[config.mk]
export PLATFORM = sky130hd
export DESIGN_NAME = c1_src_buf_ctrl
export DESIGN_NICKNAME = d
export VERILOG_FILES = /design/src/rtl/c1_src_buf_ctrl.sv
export SDC_FILE = /design/constraint.sdc
export NUM_CORES = 1
export LEC_CHECK = 0
export CORE_MARGIN = 2
export CORE_UTILIZATION = 46
export DETAILED_ROUTE_END_ITERATION = 6
export PLACE_DENSITY = 0.83
export SYNTH_ARGS = -nofsm -noshare
export SYNTH_HDL_FRONTEND = slang
export SYNTH_SLANG_ARGS = --single-unit
[constraint.sdc]
create_clock -name clk -period 3.8 [get_ports clk]
set_input_delay 0.38 -clock clk [delete_from_list [all_inputs] [get_ports clk]]
set_output_delay 0.38 -clock clk [all_outputs]
set_load 0.05 [all_outputs]
[src/rtl/c1_src_buf_ctrl.sv]
// C1 source-buffer sequencer: loads one frame into five RAM copies, then sweeps 5-row columns.
// Optional build macro C1_CTRL_STALL_CNT_EN adds the saturating stall_cnt output.

module c1_src_buf_rd_lane #(
   parameter int unsigned OFS = 0
) (
   input  logic        clk,
   input  logic        rst,
   input  logic        issue,
   input  logic [31:0] base,
   output logic [31:0] addr
);
   always_ff @(posedge clk) begin
      if (rst)        addr <= '0;
      else if (issue) addr <= base + OFS;
   end
endmodule

module c1_src_buf_ctrl #(
   parameter int unsigned IMG_W = 32,
   parameter int unsigned IMG_H = 32,
   parameter int unsigned K     = 5
) (
   input  logic              clk,
   input  logic              rst,
   input  logic              start,
   input  logic [15:0]       in_data,
   input  logic              in_valid,
   output logic              in_ready,
   output logic [15:0]       wr_data,
   output logic [31:0]       wr_addr,
   output logic              we,
   output logic [32*K-1:0]   rd_addr_5P,
   input  logic              col_ready,
   output logic              col_valid,
   output logic              col_first,
   output logic              col_last,
   output logic              busy,
   output logic              done
`ifdef C1_CTRL_STALL_CNT_EN
   ,
   output logic [31:0]       stall_cnt
`endif
);
   localparam logic [31:0] NPIX     = 32'(IMG_W * IMG_H);
   localparam logic [31:0] ROW_LAST = 32'(IMG_H - K);
   localparam logic [31:0] COL_LAST = 32'(IMG_W - 1);
   localparam logic [31:0] W32      = 32'(IMG_W);

   typedef enum logic [1:0] {S_IDLE, S_LOAD, S_SWEEP, S_DONE} state_t;

   state_t state, state_n;
   logic        accept, issue;
   logic [31:0] pix_cnt, row_cnt, col_cnt, row_base, base_c;
   logic [1:0]  vld_pipe, first_pipe, last_pipe;
   logic [K-1:0][31:0] lane_addr;

   always_ff @(posedge clk) begin
      if (rst) state <= S_IDLE;
      else     state <= state_n;
   end

   always_comb begin
      state_n = state;
      accept  = 1'b0;
      issue   = 1'b0;
      unique case (state)
         S_IDLE: if (start) state_n = S_LOAD;
         S_LOAD: begin
            accept = in_valid & in_ready;
            if (accept && pix_cnt == NPIX - 32'd1) state_n = S_SWEEP;
         end
         S_SWEEP: begin
            issue = col_ready;
            if (issue && row_cnt == ROW_LAST && col_cnt == COL_LAST) state_n = S_DONE;
         end
         // leave once the final column is on the output and nothing is left in flight
         S_DONE: if (vld_pipe[1] && !vld_pipe[0]) state_n = S_IDLE;
         default: state_n = S_IDLE;
      endcase
   end

   always_ff @(posedge clk) begin
      if (rst) begin
         pix_cnt    <= '0;
         row_cnt    <= '0;
         col_cnt    <= '0;
         row_base   <= '0;
         in_ready   <= 1'b0;
         we         <= 1'b0;
         wr_addr    <= '0;
         wr_data    <= '0;
         busy       <= 1'b0;
         done       <= 1'b0;
         vld_pipe   <= '0;
         first_pipe <= '0;
         last_pipe  <= '0;
      end else begin
         in_ready <= (state_n == S_LOAD);
         busy     <= (state_n != S_IDLE);
         done     <= (state == S_DONE) && (state_n == S_IDLE);
         we       <= accept;
         if (accept) begin
            wr_addr <= pix_cnt;
            wr_data <= in_data;
            pix_cnt <= pix_cnt + 32'd1;
         end
         if (state == S_IDLE && start) begin
            pix_cnt  <= '0;
            row_cnt  <= '0;
            col_cnt  <= '0;
            row_base <= '0;
         end else if (issue) begin
            if (col_cnt == COL_LAST) begin
               col_cnt  <= '0;
               row_cnt  <= row_cnt + 32'd1;
               row_base <= row_base + W32;
            end else begin
               col_cnt  <= col_cnt + 32'd1;
            end
         end
         // stage 0: address registered; stage 1: RAM data out
         vld_pipe   <= {vld_pipe[0], issue};
         first_pipe <= {first_pipe[0], issue && col_cnt == 32'd0};
         last_pipe  <= {last_pipe[0], issue && col_cnt == COL_LAST};
      end
   end

   assign col_valid = vld_pipe[1];
   assign col_first = first_pipe[1];
   assign col_last  = last_pipe[1];

   assign base_c = row_base + col_cnt;

   for (genvar p = 0; p < K; p++) begin : g_lane
      c1_src_buf_rd_lane #(.OFS(p * IMG_W)) u_lane (
         .clk   (clk),
         .rst   (rst),
         .issue (issue),
         .base  (base_c),
         .addr  (lane_addr[p])
      );
   end

   assign rd_addr_5P = lane_addr;

`ifdef C1_CTRL_STALL_CNT_EN
   always_ff @(posedge clk) begin
      if (rst)
         stall_cnt <= '0;
      else if (state == S_IDLE && start)
         stall_cnt <= '0;
      else if (((state == S_SWEEP && !col_ready) || (state == S_LOAD && !in_valid)) &&
               stall_cnt != '1)
         stall_cnt <= stall_cnt + 32'd1;
   end
`endif

endmodule

Word-level counts from Yosys, hierarchy flattened --
Cells that the tools add are included.
Word-level totals: logic and storage cells 59, register bits 348, bits of input ports 21, output and inout bits 215
Cells by class: reductions and logical operators 15, $add $sub $neg 9, bitwise gates (word level) 1, equal/unequal tests 7, muxes and demuxes 8
Operator list (count):
- $add A32 B1 Y32 const B | 3
- $add A32 B6 Y32 const B | 2
- $add A32 B7 Y32 const B | 2
- $eq A32 B5 Y1 const B | 2
- $add A32 B32 Y32 | 1
- $add A32 B8 Y32 const B | 1
- $eq A32 B10 Y1 const B | 1
- $logic_not A32 Y1 | 1
- $mux W32 | 1
- $logic_and A1 B1 Y1 | 8
- $mux W2 | 4
- $pmux W2 S4 | 1
- $eq A2 B1 Y1 const B | 2
- $eq A2 B2 Y1 const B | 2
- $logic_not A2 Y1 | 2
- $mux W1 | 2
- $reduce_and A2 Y1 | 1
- $reduce_bool A2 Y1 | 1
- $reduce_or A2 Y1 | 1
- $and A1 B1 Y1 | 1
- $logic_not A1 Y1 | 1

Depth between registers and ports, before layout --
Gate-level depths: netlist of run 1.
depth in word-level cells 7, mapped depth 13, mapped depth without buffers 11

Cells and area by module --
From an unflattened synthesis of run 1, not the netlist that was laid out.
Second synthesis, totals: cell total of the unflattened synthesis 1986, area, all modules 16886.2 um^2
By module, submodules not included:
- c1_src_buf_ctrl | times used 1, area an instance 9151.3 um^2, cells each 1122, sequential area each 3663.5 um^2
- c1_src_buf_rd_lane (g_lane[1].u_lane) | times used 1, area an instance 1674.1 um^2, cells each 192, sequential area each 640.6 um^2
- c1_src_buf_rd_lane (g_lane[2].u_lane) | times used 1, area an instance 1642.8 um^2, cells each 198, sequential area each 640.6 um^2
- c1_src_buf_rd_lane (g_lane[4].u_lane) | times used 1, area an instance 1640.3 um^2, cells each 186, sequential area each 640.6 um^2
- c1_src_buf_rd_lane (g_lane[3].u_lane) | times used 1, area an instance 1614.0 um^2, cells each 185, sequential area each 640.6 um^2
- c1_src_buf_rd_lane (g_lane[0].u_lane) | times used 1, area an instance 1163.6 um^2, cells each 103, sequential area each 640.6 um^2

Worst setup path after synthesis of run 1 --
OpenSTA, ideal clock, no wires.
path kind register to register, start point reg col_cnt[5], end point reg g_lane[1].u_lane.addr[31], setup time 117 ps, path buffers 2, slack -347 ps, data arrival time 4029 ps, required time 3683 ps, cell stages (with the launch flop) 13, period minus slack after synthesis 4147 ps, cells stage by stage dfxtp_1 ha_1 fa_1 a211oi_4 o211ai_4 a211oi_4 o221ai_4 or4_4 buf_6 or4_1 buf_2 or4_1 a32o_1
Between the ends: word-level cells in the longest chain between the ends 2
Ends and longest elaborated chain:
- start, declared | RTL line 54 | logic [31:0] pix_cnt, row_cnt, col_cnt, row_base, base_c;
- start signal, assigned | RTL line 119 | col_cnt <= col_cnt + 32'd1;
- $add A32 B32 Y32 | RTL line 133 | assign base_c = row_base + col_cnt;
- $add A32 B6 Y32 | RTL line 15 | else if (issue) addr <= base + OFS;
- end signal, assigned | RTL line 15
- end, declared | RTL line 11 | output logic [31:0] addr
Every way passes these cells. A chain may end at the register's enable or synchronous reset.

Final worst setup path of run 1 --
Same ends and word-level chain as after synthesis.

==> metrics.txt, run 1 <==
run status=finished, violations left; failing checks=negative setup slack; Worst VDD drop=0.0003780 V; most common cell in the netlist=dfxtp_1; Layout area overhead=27.98%; Final ANT Viol Nets=0; TritonCTS Sinks=319; Avg Vias per Cell=5.684; top post-synthesis cells by count=dfxtp_1 (319), nand2_1 (267), nor2_1 (245); max incr delay on CP=0.53 ns; initial antenna violation count=0; H-tree Lvls=1; Worst Hold Depth=2; Max Root-Sink Buffers=3; Ports=236; Worst path top cell family by delay=simple AND/OR/NAND/NOR gates; final std cells w/o fill=2630; crit path DAT=4.33 ns; f_max=0.2592 GHz; DIE AREA=35540 um^2; Seq cells post-synth=319; area of the core=33530 um^2; Final period util=1.015; Core Rows=67; placed insts=2565; Port Buffers=235; clock-pin slew on the worst setup and hold paths=0.07 ns; largest net degree at the start of global routing=166; GP Congestion=0.9369; final wirelength=45660 um; reg2reg path depth=10; ys flop type=dfxtp_1; critical path depth=10; # diodes=0; post-DP HPWL=33210 um; Worst Path Required=4.27 ns; nets@finish=2216; die width=188.5 um; critical setup path kind=reg2reg; Setup crit start kind=flip-flop; number of fill cells=2786; sequential fraction of the synthesis area=0.4078; Lkg Pwr=0.006697 uW; Yosys top cell area share=0.4078; global-route wire length before repair=71840 um; Skew-Pair Late Insertion Delay=0.58 ns; via count=14948; Slew Limit Fails=0; setup ws final=-0.05801 ns; worst path bufs/invs=0; Yosys cell types=78; Slew headroom=0.3520; Post-Route Setup TNS=-0.05801 ns; area occupied by multi-input gates=8817 um^2; min Tclk post-route=3.858 ns; Hold Fails Final Rpt=0; Setup Skew=0.01164 ns; syn_area_per_cell=8.148 um^2; CP endpoint kind=flip-flop; crit-path cells=ha_4 > fa_2 > a211oi_4 > o211ai_4 > a211oi_4 > o221ai_4 > or4_4 > or4_4 > or4_1 > a32o_1; P per Cell Area=331.2 nW/um^2; Post-Syn Nets=1981; clock root cell=clkbuf_16; cell taking the most area after synthesis=dfxtp_1; synthesized instance count=1922; DRT iter0 DRCs=1289; FFs w/ async S/R, synth=0; vias in the first global route=13814; top post-synthesis cells by area=dfxtp_1 (41%), nand2_1 (6.4%), xor2_1 (6.0%), nor2_1 (5.9%), a21oi_1 (4.3%); register area=6389 um^2; Wirelength per Cell=17.36 um; Synth Warn #=0; measured slew at the worst slew-check pin=0.9720 ns; iteration count of the initial detailed-routing pass=5; RSZ-0062 raised after global routing=true; Final setup viols=1; Post-CTS Hold Buffers=0; total track usage=0.2434; EDFF count, synth=0; TritonCTS clock tree=done; CP Max Fanout=7; Max Cap Viol=0; CTS Buf Count=31; slowest CP cell=or4_4; DIE HEIGHT=188.5 um; Starting Density=0.4670; grt ovf=0; Residual DRC=0; share of layout cells above drive strength 1=0.1031; Hold/Removal Path Class=in2reg; cell area after synthesis=15660 um^2
[flip-flops by register name (all words and copies together), names as in the netlist]
name,flops
col_cnt,32
wr_addr,32
pix_cnt,32
row_cnt,32
done,1
wr_data,16
row_base,27
g_lane.u_lane.addr,136
last_pipe,2
state,2
we,1
vld_pipe,2
in_ready,1
first_pipe,2
busy,1
[per-layer routing]
layer | up-vias | track usage | wire (um)
met5 | - | 0 | 0
met3 | 109 | 0.02794 | 2703
met4 | 0 | 0.07843 | 1472
li1 | 7219 | - | -
met2 | 530 | 0.4174 | 21680
met1 | 7090 | 0.3196 | 19810
[cells in the final DEF (no fill, tap or decap), types with 9 or more instances in the layout]
cell / Yosys / layout
dfxtp_1: 319 / 317
nand2_1: 267 / 265
nor2_1: 245 / 244
clkdlybuf4s50_1: 0 / 234
a21oi_1: 136 / 134
xor2_1: 107 / 105
buf_4: 25 / 93
xnor2_1: 68 / 68
a211oi_1: 66 / 66
o21ai_0: 61 / 60
nand3_1: 55 / 55
nand4_1: 49 / 49
nor3_1: 51 / 47
or3_1: 39 / 39
ha_1: 37 / 35
nor4_1: 40 / 34
clkbuf_16: 0 / 31
and3_1: 29 / 29
inv_1: 19 / 19
a311oi_1: 19 / 17
and2_1: 14 / 14
nor2b_1: 14 / 14
o211ai_1: 13 / 13
or2_2: 13 / 11
nand2b_1: 10 / 10
or4_1: 13 / 10
clkbuf_8: 0 / 9
[cell type report]
class / count / area share
repair buffers: 333 / 0.1573
well taps: 448 / 0.02797
flip-flops and latches: 319 / 0.3188
multi-input cells: 1453 / 0.4399
clock buffers: 48 / 0.04639
inverters: 19 / 0.003559
clock inverters: 10 / 0.006118
[per-stage QoR]
stage	power (uW)	setup WS [ns]	cell area [um^2]	hold WS [ns]	util
5_1_grt	6820	-0.1880	20040	0.3019	0.5977
4_1_cts	6687	-0.02110	19820	0.2582	0.5909
2_1_floorplan	3515	-0.1627	15690	0.4138	-
6_report	6637	-0.05801	20040	0.2797	0.5977
3_5_place_dp	3565	-0.07276	18740	0.4459	0.5587
3_3_place_gp	3563	0.04966	18740	0.4323	0.5587
[timing repair]
item,CTS,global route
gates resized for setup,4,36
setup endpoints to repair,4,35
pin swaps,0,6
buffers inserted,0,7
[power by group]
part           leakage, uW  internal, uW  switching, uW  total, uW
Combinational      0.00362          38.5           99.5        138
Sequential         0.00257          3350           4.91       3350
Clock             0.000510          1820           1320       3140
Total              0.00670          5210           1430       6640
[cells by family (layout without fill, tap and decap cells)]
kind of cell | Yosys count | count (layout) | synth area share
AO/OA/AOI/OAI | 368 | 368 | 0.1548
XOR/XNOR | 175 | 175 | 0.09787
adder cells (fa/ha/maj) | 38 | 38 | 0.03084
buffers and inverters | 150 | 410 | 0.04338
flip-flops | 319 | 319 | 0.4078
multiplexers | 3 | 3 | 0.001918
AND/OR/NAND/NOR | 869 | 869 | 0.2634
[final timing paths]
kind	slack [ns]	from	endpoint
worst max-delay path	-0.06	col_cnt[5]$_SDFFE_PP0P_	g_lane[1].u_lane.addr[31]$_SDFFE_PP0P_
worst min register to register	0.45	wr_data[12]$_SDFFE_PP0P_	wr_data[12]$_SDFFE_PP0P_
worst max register to register	-0.06	col_cnt[5]$_SDFFE_PP0P_	g_lane[1].u_lane.addr[31]$_SDFFE_PP0P_
worst min-delay path	0.28	rst	vld_pipe[1]$_SDFF_PP0_
Note: power is estimated with default switching activity, not from simulation.
==> run 2, diff against run 1 <==
- CTS_BUF_LIST: not set -> sky130_fd_sc_hd__clkbuf_8
==> run 2 against run 1 <==
  * The flow still finishes with violations (negative setup slack)
  * Worst hold slack got worse by 0.017 ns
  * Largest power group unchanged
  * Worst setup slack worse by 0.10 ns
  * Clock power shrank 3%
  * Highest routed layer unchanged
  * Via count up 1.0%
  * Fmax fell by 2.5%
  * Critical path type unchanged
  * Utilization rose by 0.44 points
  * Critical path depth is 1 higher
  * Largest cell class unchanged
  * Count of clock-buffer cells in the layout up 16
==> metrics.txt, run 2 (synthesis results as in run 1) <==
Post-Route Setup TNS=-0.4013 ns; clock-pin slew on the worst setup and hold paths=0.07 ns; run status=finished, violations left; Setup crit start kind=flip-flop; CTS Buf Count=50; TritonCTS clock tree=done; CP endpoint kind=flip-flop; global-route wire length before repair=72290 um; vias in the first global route=13993; slowest CP cell=or4_4; Lkg Pwr=0.006859 uW; Layout area overhead=28.93%; number of fill cells=2769; final wirelength=46200 um; clock root cell=clkbuf_8; reg2reg path depth=11; die width=188.5 um; P per Cell Area=323.4 nW/um^2; measured slew at the worst slew-check pin=0.9802 ns; placed insts=2565; area of the core=33530 um^2; iteration count of the initial detailed-routing pass=5; critical setup path kind=reg2reg; Starting Density=0.4670; critical path depth=11; crit path DAT=4.41 ns; Post-CTS Hold Buffers=0; RSZ-0062 raised after global routing=true; via count=15098; total chip power=6530 uW; Ports=236; min Tclk post-route=3.959 ns; Final period util=1.042; Worst path top cell family by delay=simple AND/OR/NAND/NOR gates; Slew Limit Fails=0; grt ovf=0; crit-path cells=ha_4 > fa_2 > a211oi_4 > buf_4 > o211ai_4 > a211oi_4 > o221ai_4 > or4_4 > or4_4 > or4_1 > a32o_1; Wirelength per Cell=17.29 um; max incr delay on CP=0.53 ns; GP Congestion=0.9369; DIE AREA=35540 um^2; worst path bufs/invs=1; Max Cap Viol=0; Skew-Pair Late Insertion Delay=0.60 ns; Max Root-Sink Buffers=3; total track usage=0.2456; Residual DRC=0; Post-Route Utilization=0.6021; Core Rows=67; Hold/Removal Path Class=in2reg; Hold Fails Final Rpt=0; CP Max Fanout=7; Largest register FFs=136; DIE HEIGHT=188.5 um; Avg Vias per Cell=5.650; failing checks=negative setup slack; share of layout cells above drive strength 1=0.1178; H-tree Lvls=2; largest net degree at the start of global routing=166; Final setup viols=6; post-DP HPWL=33210 um; DRT iter0 DRCs=1251; Worst Hold Depth=2; Port Buffers=235; Slew headroom=0.3415; Final ANT Viol Nets=0; setup ws final=-0.1588 ns; # diodes=0; most common cell after layout, fill and taps aside=dfxtp_1; initial antenna violation count=0; Worst VDD drop=0.0002166 V; Worst Path Required=4.25 ns; TritonCTS Sinks=319; Setup Skew=0.04122 ns; Reg with most FFs=g_lane.u_lane.addr; nets@finish=2244; most frequent cells in the layout=dfxtp_1 (317), nand2_1 (266), nor2_1 (244); f_max=0.2526 GHz; final std cells w/o fill=2672
run 2: final cells by class:
cell class	instances	area (um^2)	share of cell area
clock buffer	64	880.8	0.04363
timing repair buffer	342	3244	0.1607
multi-input combinational	1453	8853	0.4385
tap	448	560.5	0.02776
sequential	319	6389	0.3164
inverter	19	71.32	0.003532
clock inverter	27	191.4	0.009481
run 2: metal layers:
layer	global-route usage	part of all wire	routed length, um
met5	0	0	0
met4	0.08564	0.033	1532
met3	0.03278	0.061	2815
met2	0.4201	0.48	22090
met1	0.3180	0.43	19770
run 2: where the power goes:
group	switching (uW)	internal (uW)	total, uW
sequential	4.88	3350	3360
combinational	98.8	38.4	137
clock	1380	1660	3040
run 2: timing repair:
item	in CTS	in global routing
gates cloned	0	1
gates resized for setup	7	37
pin swaps	2	23
buffers inserted	4	11
endpoints found under the setup margin	8	41
run 2: metrics by stage:
| step | hold slack, ns | cell area, um^2 | worst slack [ns] |
|---|---|---|---|
| 2_1_floorplan | 0.4138 | 15690 | -0.1627 |
| 3_3_place_gp | 0.4323 | 18740 | 0.04966 |
| 3_5_place_dp | 0.4459 | 18740 | -0.07276 |
| 4_1_cts | 0.2446 | 19870 | -0.06435 |
| 5_1_grt | 0.2816 | 20190 | -0.2501 |
| 6_report | 0.2632 | 20190 | -0.1588 |
run 2: final timing paths:
path / from / endpoint / slack, ns
worst max-delay path: col_cnt[5]$_SDFFE_PP0P_ / g_lane[1].u_lane.addr[31]$_SDFFE_PP0P_ / -0.16
worst min-delay path: rst / vld_pipe[1]$_SDFF_PP0_ / 0.26
worst max register to register: col_cnt[5]$_SDFFE_PP0P_ / g_lane[1].u_lane.addr[31]$_SDFFE_PP0P_ / -0.16
worst min register to register: wr_data[12]$_SDFFE_PP0P_ / wr_data[12]$_SDFFE_PP0P_ / 0.45
==> run 3, diff against run 2 <==
- SETUP_SLACK_MARGIN: not set -> 0.5
- TNS_END_PERCENT: not set -> 30
==> run 3 against run 2 <==
  * The flow now finishes without violations
  * Non-clock buffer count is 3 higher
  * Global-route usage up 0.27 points
  * Clock skew shrank 0.015 ns
  * Cell count fell by 0.11%
  * Largest cell class unchanged
  * Largest power group unchanged
  * Highest routed layer unchanged
==> metrics.txt, run 3 (synthesis results as in run 1) <==
Final period util=0.9892; Slew headroom=0.3488; setup slack, reg-to-reg=0.04 ns; number of fill cells=2711; CTS Buf Count=50; TritonCTS Sinks=319; DIE AREA=35540 um^2; Sw Share=0.2258; crit-path cells=ha_4 > fa_2 > a211oi_4 > o211ai_4 > a211oi_4 > o221ai_4 > or4_4 > or4_4 > or4_1 > a311oi_1; post-DP HPWL=33350 um; reg2reg path depth=10; final wirelength=46860 um; largest net degree at the start of global routing=180; NetSw=1465 uW; clock root cell=clkbuf_8; Worst VDD drop=0.0002102 V; cell area after layout=20480 um^2; Final ANT Viol Nets=0; Min-Delay Endpoint=wr_addr[20]$_SDFFE_PP0P_; initial antenna violation count=0; Comb power frac=0.021; Post-Route Setup TNS=0 ns; global-route wire length before repair=73190 um; beginning of the worst hold path=rst; Slew Limit Fails=0; FF-to-FF Start=col_cnt[5]$_SDFFE_PP0P_; placed insts=2556; # diodes=0; Hold/Removal Path Class=in2reg; area occupied by multi-input gates=9153 um^2; via count=15214; Ports=236; Final setup viols=0; Layout area overhead=30.75%; Skew-Pair Late Insertion Delay=0.61 ns; clock-pin slew on the worst setup and hold paths=0.06 ns; Max Root-Sink Buffers=3; die width=188.5 um; Core Rows=67; total track usage=0.2484; FF-to-FF End=g_lane[1].u_lane.addr[29]$_SDFFE_PP0P_; min Tclk post-route=3.759 ns; Worst Hold Depth=2; crit path DAT=4.25 ns; run status=finished, final reports clean; Residual DRC=0; grt ovf=0; RSZ-0062 raised after global routing=true; critical setup path kind=reg2reg; dpl cell area=18690 um^2; DIE HEIGHT=188.5 um; CP endpoint kind=flip-flop; Lkg Pwr=0.007104 uW; Setup crit start kind=flip-flop; f_max=0.2660 GHz; most common cell after layout, fill and taps aside=dfxtp_1; Worst Path Required=4.30 ns; DRT iter0 DRCs=1282; P per Cell Area=316.8 nW/um^2; Wirelength per Cell=17.56 um; P_int=5022 uW; most frequent cells in the layout=dfxtp_1 (317), nand2_1 (262), nor2_1 (243); H-tree Lvls=2; power share of the clock group=0.461; iteration count of the initial detailed-routing pass=6; Largest register FFs=136; max incr delay on CP=0.58 ns; sequential share of power=0.517; Max Cap Viol=0; final std cells w/o fill=2669; area of the core=33530 um^2; Port Buffers=235; Worst path top cell family by delay=simple AND/OR/NAND/NOR gates; Hold Fails Final Rpt=0; worst path bufs/invs=0; register area=6389 um^2; Avg Vias per Cell=5.700; CP Max Fanout=5; measured slew at the worst slew-check pin=0.9768 ns; vias in the first global route=14080; slowest CP cell=or4_4; nets@finish=2247; share of layout cells above drive strength 1=0.1324; Reg with most FFs=g_lane.u_lane.addr; TritonCTS clock tree=done; Starting Density=0.4670; Setup Skew=0.02597 ns; GP Congestion=0.9164
[run 3: cell count changes in the layout (fill, tap and decap cells not counted), sizes merged]
cell and delta:
clkinv -2, buf +4, bufinv +1, clkbuf -5, clkinvlp -1
[run 3: layout make-up]
| class | count | share of cell area |
|---|---|---|
| Multi-Input combinational cell | 1453 | 0.4470 |
| Tap cell | 448 | 0.02738 |
| Clock inverter | 25 | 0.009533 |
| Clock buffer | 60 | 0.04033 |
| Sequential cell | 319 | 0.3120 |
| Inverter | 19 | 0.003483 |
| Timing Repair Buffer | 345 | 0.1603 |
[run 3: routing by layer]
metal  vias to the layer above  global-route usage  routed length (um)
met3                       126             0.03688                3189
met2                       600              0.4087               22000
li1                       7278                   -                   -
met1                      7210              0.3294               19940
met4                         0             0.09495                1734
met5                         -                   0                   0
[run 3: how the worst max path moves through the flow]
stage	startpoint	endpoint	slack [ns]	cells after the start
3_5_place_dp	col_cnt[5]$_SDFFE_PP0P_	g_lane[1].u_lane.addr[31]$_SDFFE_PP0P_	-0.02	11
6_report	col_cnt[5]$_SDFFE_PP0P_	g_lane[1].u_lane.addr[29]$_SDFFE_PP0P_	0.04	10
4_1_cts	col_cnt[5]$_SDFFE_PP0P_	g_lane[1].u_lane.addr[29]$_SDFFE_PP0P_	0.05	10
3_3_place_gp	col_cnt[5]$_SDFFE_PP0P_	g_lane[1].u_lane.addr[31]$_SDFFE_PP0P_	0.01	11
2_1_floorplan	col_cnt[5]$_SDFFE_PP0P_	g_lane[1].u_lane.addr[31]$_SDFFE_PP0P_	-0.16	12
5_1_grt	col_cnt[5]$_SDFFE_PP0P_	g_lane[1].u_lane.addr[29]$_SDFFE_PP0P_	-0.08	10
[run 3: worst reg2reg max path: stages (launching register included)]
cell and delay (ns):
dfxtp_2 0.33, ha_4 0.16, fa_2 0.36, a211oi_4 0.35, o211ai_4 0.16, a211oi_4 0.32, o221ai_4 0.13, or4_4 0.58
or4_4 0.57, or4_1 0.41, a311oi_1 0.27
[run 3: power by group through the flow]
stage / Combinational (uW) / Sequential, uW / Clock, uW
finish: 138 / 3360 / 2990
global route: 147 / 3350 / 3180
CTS: 137 / 3360 / 3020
detailed placement: 137 / 3430 / 0
global placement: 135 / 3430 / 0
floorplan: 69.1 / 3450 / 0
[run 3: per-stage QoR]
step	hold WS [ns]	setup WS, ns	total power [uW]	util
after floorplan	0.4138	-0.1627	3515	-
after CTS	0.2097	0.05141	6512	0.5935
after global placement	0.4240	0.01259	3563	0.5572
final	0.2267	0.04108	6487	0.6106
after detailed placement	0.4339	-0.02370	3566	0.5572
after global routing	0.2449	-0.07525	6677	0.6106
[run 3: what timing repair did]
action	in CTS	in global routing
setup buffers	12	16
endpoints found under the setup margin	59	73
hold buffers	0	0
pin swaps	27	65
resized for setup	20	92
